[src/rtl/burst_ram_pkg.sv]
// Shared opcode and FSM state encodings for the burst RAM controller.
package burst_ram_pkg;

    typedef enum logic [1:0] {
        OP_WRITE = 2'b00,
        OP_READ  = 2'b01,
        OP_CLEAR = 2'b10,
        OP_RSVD  = 2'b11
    } op_e;

    typedef enum logic [1:0] {
        IDLE  = 2'd0,
        WRITE = 2'd1,
        READ  = 2'd2,
        CLEAR = 2'd3
    } state_e;

endpackage

[src/rtl/burst_ram_array.sv]
// DATA_W x DEPTH register file: synchronous write, combinational read,
// whole array zeroed while rst_n is low at a clock edge.
module burst_ram_array #(
    parameter int unsigned DATA_W = 8,
    parameter int unsigned DEPTH  = 16,
    parameter int unsigned ADDR_W = $clog2(DEPTH)
) (
    input  logic              clk,
    input  logic              rst_n,
    input  logic              we,
    input  logic [ADDR_W-1:0] waddr,
    input  logic [DATA_W-1:0] wdata,
    input  logic [ADDR_W-1:0] raddr,
    output logic [DATA_W-1:0] rdata
);

    localparam int unsigned ADDR_X_W = ADDR_W + 1;
    localparam logic [ADDR_W:0] DEPTH_EXT = ADDR_X_W'(DEPTH);

    logic [DATA_W-1:0] mem [DEPTH];
    logic              raddr_ok;

    always_ff @(posedge clk) begin
        if (!rst_n) begin
            for (int unsigned i = 0; i < DEPTH; i++) begin
                mem[i] <= '0;
            end
        end else if (we) begin
            mem[waddr] <= wdata;
        end
    end

    // Out-of-range addresses only occur for non-power-of-two DEPTH; read 0.
    assign raddr_ok = ({1'b0, raddr} < DEPTH_EXT);
    assign rdata    = raddr_ok ? mem[raddr] : '0;

endmodule

[src/rtl/burst_ram_ctrl.sv]
// Command FSM in front of a register-file RAM: burst write, burst read with
// address wrap, and whole-array clear, all with valid/ready beat handshakes.
module burst_ram_ctrl
    import burst_ram_pkg::*;
#(
    parameter int unsigned DATA_W = 8,
    parameter int unsigned DEPTH  = 16,
    parameter int unsigned ADDR_W = $clog2(DEPTH)
) (
    input  logic              clk,
    input  logic              rst_n,
    input  logic              cmd_valid,
    output logic              cmd_ready,
    input  logic [1:0]        cmd_op,
    input  logic [ADDR_W-1:0] cmd_addr,
    input  logic [ADDR_W-1:0] cmd_len,
    input  logic [DATA_W-1:0] wr_data,
    input  logic              wr_valid,
    output logic              wr_ready,
    output logic [DATA_W-1:0] rd_data,
    output logic              rd_valid,
    input  logic              rd_ready,
    output logic              busy,
    output logic              done,
    output logic              err
);

    localparam logic [1:0] S_IDLE  = IDLE;
    localparam logic [1:0] S_WRITE = WRITE;
    localparam logic [1:0] S_READ  = READ;
    localparam logic [1:0] S_CLEAR = CLEAR;

    localparam int unsigned     ADDR_X_W  = ADDR_W + 1;
    localparam logic [ADDR_W:0] DEPTH_EXT = ADDR_X_W'(DEPTH);
    localparam logic [ADDR_W-1:0] LAST_ADDR = ADDR_W'(DEPTH - 1);

    logic [1:0]        state, state_nxt;
    logic [ADDR_W-1:0] ptr, ptr_nxt, ptr_inc;
    logic [ADDR_W-1:0] cnt, cnt_nxt;
    logic [DATA_W-1:0] rd_data_nxt;
    logic              rd_valid_nxt, done_nxt, err_nxt;
    logic              addr_bad;

    logic              mem_we;
    logic [ADDR_W-1:0] mem_waddr, mem_raddr;
    logic [DATA_W-1:0] mem_wdata, mem_rdata;

    burst_ram_array #(
        .DATA_W (DATA_W),
        .DEPTH  (DEPTH),
        .ADDR_W (ADDR_W)
    ) u_array (
        .clk   (clk),
        .rst_n (rst_n),
        .we    (mem_we),
        .waddr (mem_waddr),
        .wdata (mem_wdata),
        .raddr (mem_raddr),
        .rdata (mem_rdata)
    );

    assign cmd_ready = (state == S_IDLE);
    assign busy      = (state != S_IDLE);
    assign wr_ready  = (state == S_WRITE);

    assign ptr_inc  = (ptr == LAST_ADDR) ? '0 : ptr + ADDR_W'(1);
    assign addr_bad = ({1'b0, cmd_addr} >= DEPTH_EXT);

    // Read port looks at the start address when idle, else the next beat.
    assign mem_raddr = (state == S_IDLE) ? cmd_addr : ptr_inc;
    assign mem_waddr = ptr;

    always_ff @(posedge clk) begin
        if (!rst_n) begin
            state    <= S_IDLE;
            ptr      <= '0;
            cnt      <= '0;
            rd_data  <= '0;
            rd_valid <= 1'b0;
            done     <= 1'b0;
            err      <= 1'b0;
        end else begin
            state    <= state_nxt;
            ptr      <= ptr_nxt;
            cnt      <= cnt_nxt;
            rd_data  <= rd_data_nxt;
            rd_valid <= rd_valid_nxt;
            done     <= done_nxt;
            err      <= err_nxt;
        end
    end

    always_comb begin
        state_nxt    = state;
        ptr_nxt      = ptr;
        cnt_nxt      = cnt;
        rd_data_nxt  = rd_data;
        rd_valid_nxt = rd_valid;
        done_nxt     = 1'b0;
        err_nxt      = err;
        mem_we       = 1'b0;
        mem_wdata    = wr_data;

        case (state)
            S_IDLE: begin
                if (cmd_valid) begin
                    ptr_nxt = cmd_addr;
                    cnt_nxt = cmd_len;
                    case (cmd_op)
                        OP_WRITE: begin
                            if (addr_bad) err_nxt = 1'b1;
                            else          state_nxt = S_WRITE;
                        end
                        OP_READ: begin
                            if (addr_bad) begin
                                err_nxt = 1'b1;
                            end else begin
                                state_nxt    = S_READ;
                                rd_valid_nxt = 1'b1;
                                rd_data_nxt  = mem_rdata;
                            end
                        end
                        OP_CLEAR: begin
                            ptr_nxt   = '0;
                            state_nxt = S_CLEAR;
                        end
                        default: err_nxt = 1'b1;
                    endcase
                end
            end

            S_WRITE: begin
                if (wr_valid) begin
                    mem_we  = 1'b1;
                    ptr_nxt = ptr_inc;
                    if (cnt == '0) begin
                        state_nxt = S_IDLE;
                        done_nxt  = 1'b1;
                    end else begin
                        cnt_nxt = cnt - ADDR_W'(1);
                    end
                end
            end

            S_READ: begin
                if (rd_valid && rd_ready) begin
                    if (cnt != '0) begin
                        ptr_nxt     = ptr_inc;
                        cnt_nxt     = cnt - ADDR_W'(1);
                        rd_data_nxt = mem_rdata;
                    end else begin
                        rd_valid_nxt = 1'b0;
                        state_nxt    = S_IDLE;
                        done_nxt     = 1'b1;
                    end
                end
            end

            S_CLEAR: begin
                mem_we    = 1'b1;
                mem_wdata = '0;
                ptr_nxt   = ptr_inc;
                if (ptr == LAST_ADDR) begin
                    state_nxt = S_IDLE;
                    done_nxt  = 1'b1;
                end
            end

            default: state_nxt = S_IDLE;
        endcase
    end

endmodule

[config.mk]
export PLATFORM = sky130hd
export DESIGN_NAME = burst_ram_ctrl
export DESIGN_NICKNAME = d
export VERILOG_FILES = /design/src/rtl/burst_ram_pkg.sv /design/src/rtl/burst_ram_array.sv /design/src/rtl/burst_ram_ctrl.sv
export SDC_FILE = /design/constraint.sdc
export NUM_CORES = 1
export LEC_CHECK = 0
export CORE_MARGIN = 2
export CORE_UTILIZATION = 55
export CTS_BUF_LIST = sky130_fd_sc_hd__clkbuf_4 sky130_fd_sc_hd__clkbuf_8
export CTS_CLUSTER_SIZE = 16
export DETAILED_ROUTE_END_ITERATION = 8
export PLACE_DENSITY = 0.75
export RECOVER_POWER = 50
export SYNTH_ARGS = -nofsm -noshare
export SYNTH_HDL_FRONTEND = slang
export SYNTH_SLANG_ARGS = --single-unit
export TNS_END_PERCENT = 100
[constraint.sdc]
create_clock -name clk -period 1.9 [get_ports clk]
set_input_delay 0.38 -clock clk [delete_from_list [all_inputs] [get_ports clk]]
set_output_delay 0.38 -clock clk [all_outputs]
set_load 0.1 [all_outputs]
* Word level (Yosys, flattened, before mapping)
Memories as Yosys holds them, arrays and structs flattened. Index checks and enable logic that the tools add are counted.
Storage, ports and cells: flip-flop bits (word level) 21, latch bits 0, RAM bits 128, memory bits (read-only) 0, output and inout bits 14, memories kept 1
Cells by class: add/sub/neg operators 2, $mul 0, div/mod/pow operators 0, $lt $le $gt $ge 0, equality and inequality tests 16, shifts and indexed selects 0, multiplexer cells 48, bitwise operators 1, reductions and logical operators 16
Memory list:
- u_array.mem | depth 16, width 8, read ports 1, clocked after memory_dff 0, write ports 16, RTL line burst_ram_array.sv:20 | logic [DATA_W-1:0] mem [DEPTH];
Operators by type and width (number):
- $mux W4 | 13
- $mux W8 | 6
- $pmux W4 S4 | 1
- $pmux W8 S2 | 1
- $mux W1 | 15
- $ne A2 B2 Y1 const B | 7
- $mux W2 | 6
- $pmux W4 S3 | 1
- $reduce_and A5 Y1 | 2
- $pmux W2 S4 | 1
- $reduce_or A8 Y1 | 1
- $reduce_and A7 Y1 | 1
- $eq A2 B2 Y1 const B | 3
- $pmux W2 S3 | 1
- $reduce_and A6 Y1 | 1
- $add A4 B1 Y4 const B | 1
- $eq A2 B1 Y1 const B | 2
- $eq A4 B4 Y1 const B | 1
- $logic_not A2 Y1 | 2
- $logic_not A4 Y1 | 1
- $ne A2 B1 Y1 const B | 2
- $ne A4 B1 Y1 const B | 1
- $pmux W1 S2 | 2
- $reduce_and A4 Y1 | 1
- 9 further kinds | 10

* Logic depth before layout (Yosys ltp)
depth in word-level cells 7, depth in mapped cells 9

* Cells and area by module
From an unflattened synthesis, not the netlist that was laid out.
Second synthesis, totals: cell total of the unflattened synthesis 548, area, all modules 7340.8 µm²
Modules (own cells, without submodules):
- burst_ram_array | times used 1, cells an instance 375, area each 5933.2 µm², sequential area each 3843.7 µm²
- burst_ram_ctrl | times used 1, cells an instance 173, area each 1407.6 µm², sequential area each 420.4 µm²

* Worst setup path after synthesis
Ideal clock, no wire load.
path kind flip-flop to flip-flop, start point register state[0], end point register cnt[1], data arrival time 2.871 ns, data required time 1.814 ns, path slack -1.056 ns, cell stages (with the launch flop) 10, clock period less this slack 2.956 ns, path through dfxtp_1 > inv_1 > ha_1 > inv_2 > a2bb2oi_1 > and2_1 > clkbuf_1 > nand2_1 > nor2_1 > a211oi_1
On the way: cells in the longest elaborated chain, start to end 3, elaborated cells on any way between the ends 11, those cells by class eq/ne (7); mux (1); reduce/logical (3)
Ends and longest elaborated chain:
- start, declared | RTL line burst_ram_ctrl.sv:37 | logic [1:0] state, state_nxt;
- start signal, assigned | RTL line burst_ram_ctrl.sv:83 | state <= state_nxt;
- $logic_not A2 Y1 *
- net cmd_ready | RTL line burst_ram_ctrl.sv:13 | output logic cmd_ready,
- $ne A2 B2 Y1 (no source line) / $reduce_bool A3 Y1 (equally long branches)
- $reduce_and A6 Y1 (no source line)
- end signal, assigned | RTL line burst_ram_ctrl.sv:85 | cnt <= cnt_nxt;
- end, declared | RTL line burst_ram_ctrl.sv:39 | logic [ADDR_W-1:0] cnt, cnt_nxt;
The timed path passes the listed nets; every way through them passes the cells marked *. A chain may end at the register's enable or synchronous reset.

* Final worst setup path
start point register state[1], end point register rd_data[6]
On the way: cells in the longest elaborated chain, start to end 6, elaborated cells on any way between the ends 15, those cells by class eq/ne (5); mux (6); reduce/logical (3); memory (1)
Ends and longest elaborated chain:
- $logic_not A2 Y1 | RTL line burst_ram_ctrl.sv:70, burst_ram_ctrl.sv:104
- $mux W4 | RTL line burst_ram_ctrl.sv:70 | assign mem_raddr = (state == S_IDLE) ? cmd_addr : ptr_inc;
- $mem_v2 Z16 W8
- $mux W8, on equally long branches | RTL line burst_ram_ctrl.sv:147, burst_ram_ctrl.sv:109
- $mux W8, on equally long branches | RTL line burst_ram_ctrl.sv:146, burst_ram_ctrl.sv:106
- $pmux W8 S2 | RTL line burst_ram_ctrl.sv:104 | case (state)
- end signal, assigned | RTL line burst_ram_ctrl.sv:86 | rd_data <= rd_data_nxt;
- end, declared | RTL line burst_ram_ctrl.sv:20 | output logic [DATA_W-1:0] rd_data,
Parallel ways exist; a longest one is shown, timed or not. The select of a mux whose other input is x is not followed.

==> summary.md <==
| Metric | Value |
|---|---|
| Post-synth EDFFs | around 130 |
| Setup TNS | -2.00 ns |
| Layout Area Growth over Synthesis | 35.2% |
| Core footprint | approximately 13000 um2 |
| Die Y | 119 um |
| Synth Area in Compound Gates | 12.5% |
| FILL cells | roughly 730 |
| Initial detailed-routing violation count | 746 |
| Mapped Area | 7260 um2 |
| Rel. slew slack | 62.4% |
| Post-synthesis sequential area ratio | 58.7% |
| Post-synthesis net count | 684 |
| Metal-1 WL | around 7400 um |
| Static Leak | approximately 3.8 nW |
| Met2 routed WL | 10500 um |
| Worst Setup SP | state[1]$_SDFFE_PN0P_ |
| Synth area leaders | edfxtp_1 (53%), nor2_1 (7.2%), dfxtp_1 (5.8%) |
| Post-route insts no fill | between 900 and 1000 |
| Worst-path fanout max | 9 |
| Post-Synthesis Cells | 647 |
| Synth Flop Type | edfxtp_1 |
| Post-route DRC | 0 |
| GPL Wtd Cong | 0.861 |
| Violated checks | setup timing |
| IO Count | 37 |
| Antenna Nets Post-Route | 0 |
| Vias in the first global route | 5852 |
| Met3 wire len | 1690 um |
| RR Startpoint | state[1]$_SDFFE_PN0P_ |
| Setup slack, reg-to-reg | -0.26 ns |
| Clock sink total | 149 |
| Pwr Density | approximately 1600 nW/um2 |
| Vias | 5791 |
| Pre-CTS setup slack | -0.474 ns |
| Final #Nets | 810 |
| Peak VDD IR | 1.58 mV |
| Post-route cell area | 9820 um2 |
| Full die area | 14100 um2 |
| Final worst-path cycle share | 114% |
| Max-slew violation count | 0 |
| Routed Wire Length | 20300 um |
| CTS Buf Count | 17 |
| Synthesis Warnings | 0 |
| Dpl cell area | 8680 um2 |
| Clock-pin slew on the worst setup and hold paths | around 0.08 ns |
| Clock root buffer | clkbuf_8 |
| Req. time, crit path | 2.28 ns |
| Placed cell count | around 910 |
| Routed wire per std cell | about 21 um |
| R2r endpoint | rd_data[6]$_SDFFE_PN0P_ |
| Worst setup EP type | flop |
| I/O Buffers | 36 |
| Top Metal Used | met4 |
| Antenna violations before repair | 0 |
| Yosys cell types | 47 |
| Pin count of the biggest net entering global routing | 29 |
| Final Critical Period | 2.16 ns |
| CP Class | flop to flop |
| Cell taking the most area after synthesis | edfxtp_1 |
| Layout cell share with drive strength beyond 1 | 36.7% |
| Worst-case reg-to-reg path depth | 10 |
| GRT Util Overall | 28.5% |
| XOR/XNOR Fraction of Synth Area | 0.121% |
| Syn_area_per_cell | 11.2 um2 |
| Diodes inserted | 0 |
| Worst hold path type | input pin to flop |
| Clock buffer depth | 2 |
| FMAX | 464 MHz |
| CP Launch Type | flop |
| Combinational family with the most area after synthesis | simple AND/OR/NAND/NOR gates |
| Final setup skew | 0.0100 ns |
| Final setup viols | 10 |
| Share of the synthesized area in the top cell type | roughly 53% |
| Clock latency on the worst-skew pair | 0.46 ns |
| Final worst slack | -0.257 ns |
| Post-Synth Simple-Gate Area | 15.9% |
| Row count | 41 |
| Drt pass-1 iters | 6 |
| Final HPWL DP | 12500 um |
| Yosys reg bits | 149 |
| CTS tree | done |
| Final hold violation count | 0 |
| Max_cap viols | 0 |
| Initial Utilization | 56.8% |
| Crit path capture | rd_data[6]$_SDFFE_PN0P_ |
| Vias per cell | ~6.1 |
| Asr flop ratio synth | 0% |
| Die W | around 120 um |
| Tightest Pin Transition | ~0.57 ns |
| Htree depth | 4 |
| Data arrival, critical path | 2.54 ns |
| Post-synthesis adder-cell area fraction | 2.41% |
| Mux contribution to synthesized area | 5.88% |
| Status | finished, violations left |
| Global-route wire length before repair | 30300 um |
| Remaining Overflow, GRT | 0 |
| RSZ-0062 raised after global routing | true |
## where the power goes
part	leakage, nW	internal [mW]	switching (mW)
sequential	1.50	3.83	0.178
clock	0.218	1.51	1.18
combinational	2.05	4.13	4.91
total	3.76	9.47	6.27
## worst min-delay path by stage
stage | depth (start not counted) | from | slack (ns) | end
4_1_cts | 4 | rst_n | 0.27 | cnt[2]$_SDFFE_PN0P_
3_5_place_dp | 2 | cnt[1]$_SDFFE_PN0P_ | 0.48 | cnt[1]$_SDFFE_PN0P_
5_1_grt | 4 | rst_n | 0.30 | cnt[2]$_SDFFE_PN0P_
2_1_floorplan | 2 | cnt[1]$_SDFFE_PN0P_ | 0.47 | cnt[1]$_SDFFE_PN0P_
3_3_place_gp | 2 | cnt[1]$_SDFFE_PN0P_ | 0.47 | cnt[1]$_SDFFE_PN0P_
6_report | 4 | rst_n | 0.32 | cnt[2]$_SDFFE_PN0P_
## synth_stat cells (2+ instances only)
| cell | n |
|---|---|
| o21ai_1 | 3 |
| buf_2 | 7 |
| a21oi_1 | 26 |
| ha_1 | 14 |
| o21ai_0 | 6 |
| nand4_1 | 2 |
| buf_1 | 6 |
| mux4_1 | 2 |
| a211oi_2 | 13 |
| and2_1 | 6 |
| o211ai_1 | 9 |
| buf_6 | 7 |
| nor2b_1 | 32 |
| edfxtp_1 | 128 |
| dfxtp_1 | 21 |
| a211oi_1 | 42 |
| clkbuf_1 | 26 |
| o21bai_1 | 8 |
| nand2_1 | 50 |
| a31oi_1 | 2 |
| mux2i_1 | 34 |
| and3_1 | 2 |
| nor2_1 | 139 |
| nand3_1 | 12 |
| and2b_1 | 5 |
| a21boi_1 | 2 |
| nand3b_1 | 2 |
| inv_1 | 14 |
| buf_8 | 2 |
| nand2b_1 | 8 |
## critical path: stages, from the launching register on
cell,delay [ns]
dfxtp_2,0.33
inv_2,0.07
ha_4,0.19
mux2i_4,0.28
buf_12,0.19
buf_8,0.15
buf_12,0.13
mux2i_2,0.07
a211oi_2,0.40
a21oi_4,0.06
o211ai_1,0.20
## timing repair
item | CTS | global route
pin swaps | 22 | 12
resized for setup | 66 | 40
hold endpoints to repair | 0 | 0
hold buffers | 0 | 0
buffers inserted | 8 | 10
cloned | 3 | 2
setup endpoints to repair | 17 | 143
## routing by layer
metal	vias up	track usage (%)
li1	2559	-
met1	2803	33.7
met2	360	48.3
met3	69	7.28
met4	0	14.1
met5	-	0
## placed cells by master (no fill, tap or decap), types with 5 or more instances in the layout
master / instances
nor2_1: 136
edfxtp_1: 128
buf_4: 91
a211oi_2: 36
nor2b_1: 32
mux2i_1: 24
clkdlybuf4s50_1: 21
nand2_2: 20
nand2_1: 20
clkbuf_8: 19
buf_12: 18
a21oi_1: 17
a211oi_1: 16
dfxtp_1: 16
nand2_4: 10
ha_1: 10
inv_1: 9
o211ai_1: 9
nand3_1: 8
nand2b_1: 8
clkbuf_2: 8
buf_6: 8
a21oi_2: 7
o21bai_1: 7
mux2i_4: 6
inv_2: 5
and2_1: 5
mux2i_2: 5
and2b_1: 5
dfxtp_2: 5
## sequential cells by signal, indices dropped and copies added, names as in the netlist
register,cells
done,1
state,2
cnt,4
mem_waddr,4
rd_valid,1
u_array.mem,128
rd_data,8
err,1
## cell type report
class	instances	area [um2]	share of cell area (%)
clock buffer	21	277	2.82
clock inverter	10	155	1.58
inverter	15	63.8	0.650
multi-input combinational	434	3250	33.1
sequential	149	4270	43.5
tap	172	215	2.19
timing repair buffer	156	1590	16.2
## logic make-up (layout without fill, tap and decap cells)
logic type / Yosys count / count (layout)
XOR/XNOR: 1 / 1
buffers and inverters: 64 / 202
multiplexers: 38 / 38
AND/OR/NAND/NOR: 260 / 260
AO/OA/AOI/OAI: 121 / 121
flip-flops: 149 / 149
adder cells (fa/ha/maj): 14 / 14
## metrics by stage
| stage | hold slack [ns] | power (mW) | utilization, % |
|---|---|---|---|
| final | 0.319 | 15.7 | 76.9 |
| after global routing | 0.302 | 16.3 | 76.9 |
| after CTS | 0.267 | 14.6 | 74.8 |
| after detailed placement | 0.475 | 10.7 | 68.0 |
| after global placement | 0.470 | 10.6 | 68.0 |
| after floorplan | 0.468 | 8.34 | - |
No activity file was read; power rests on OpenSTA's default activity.
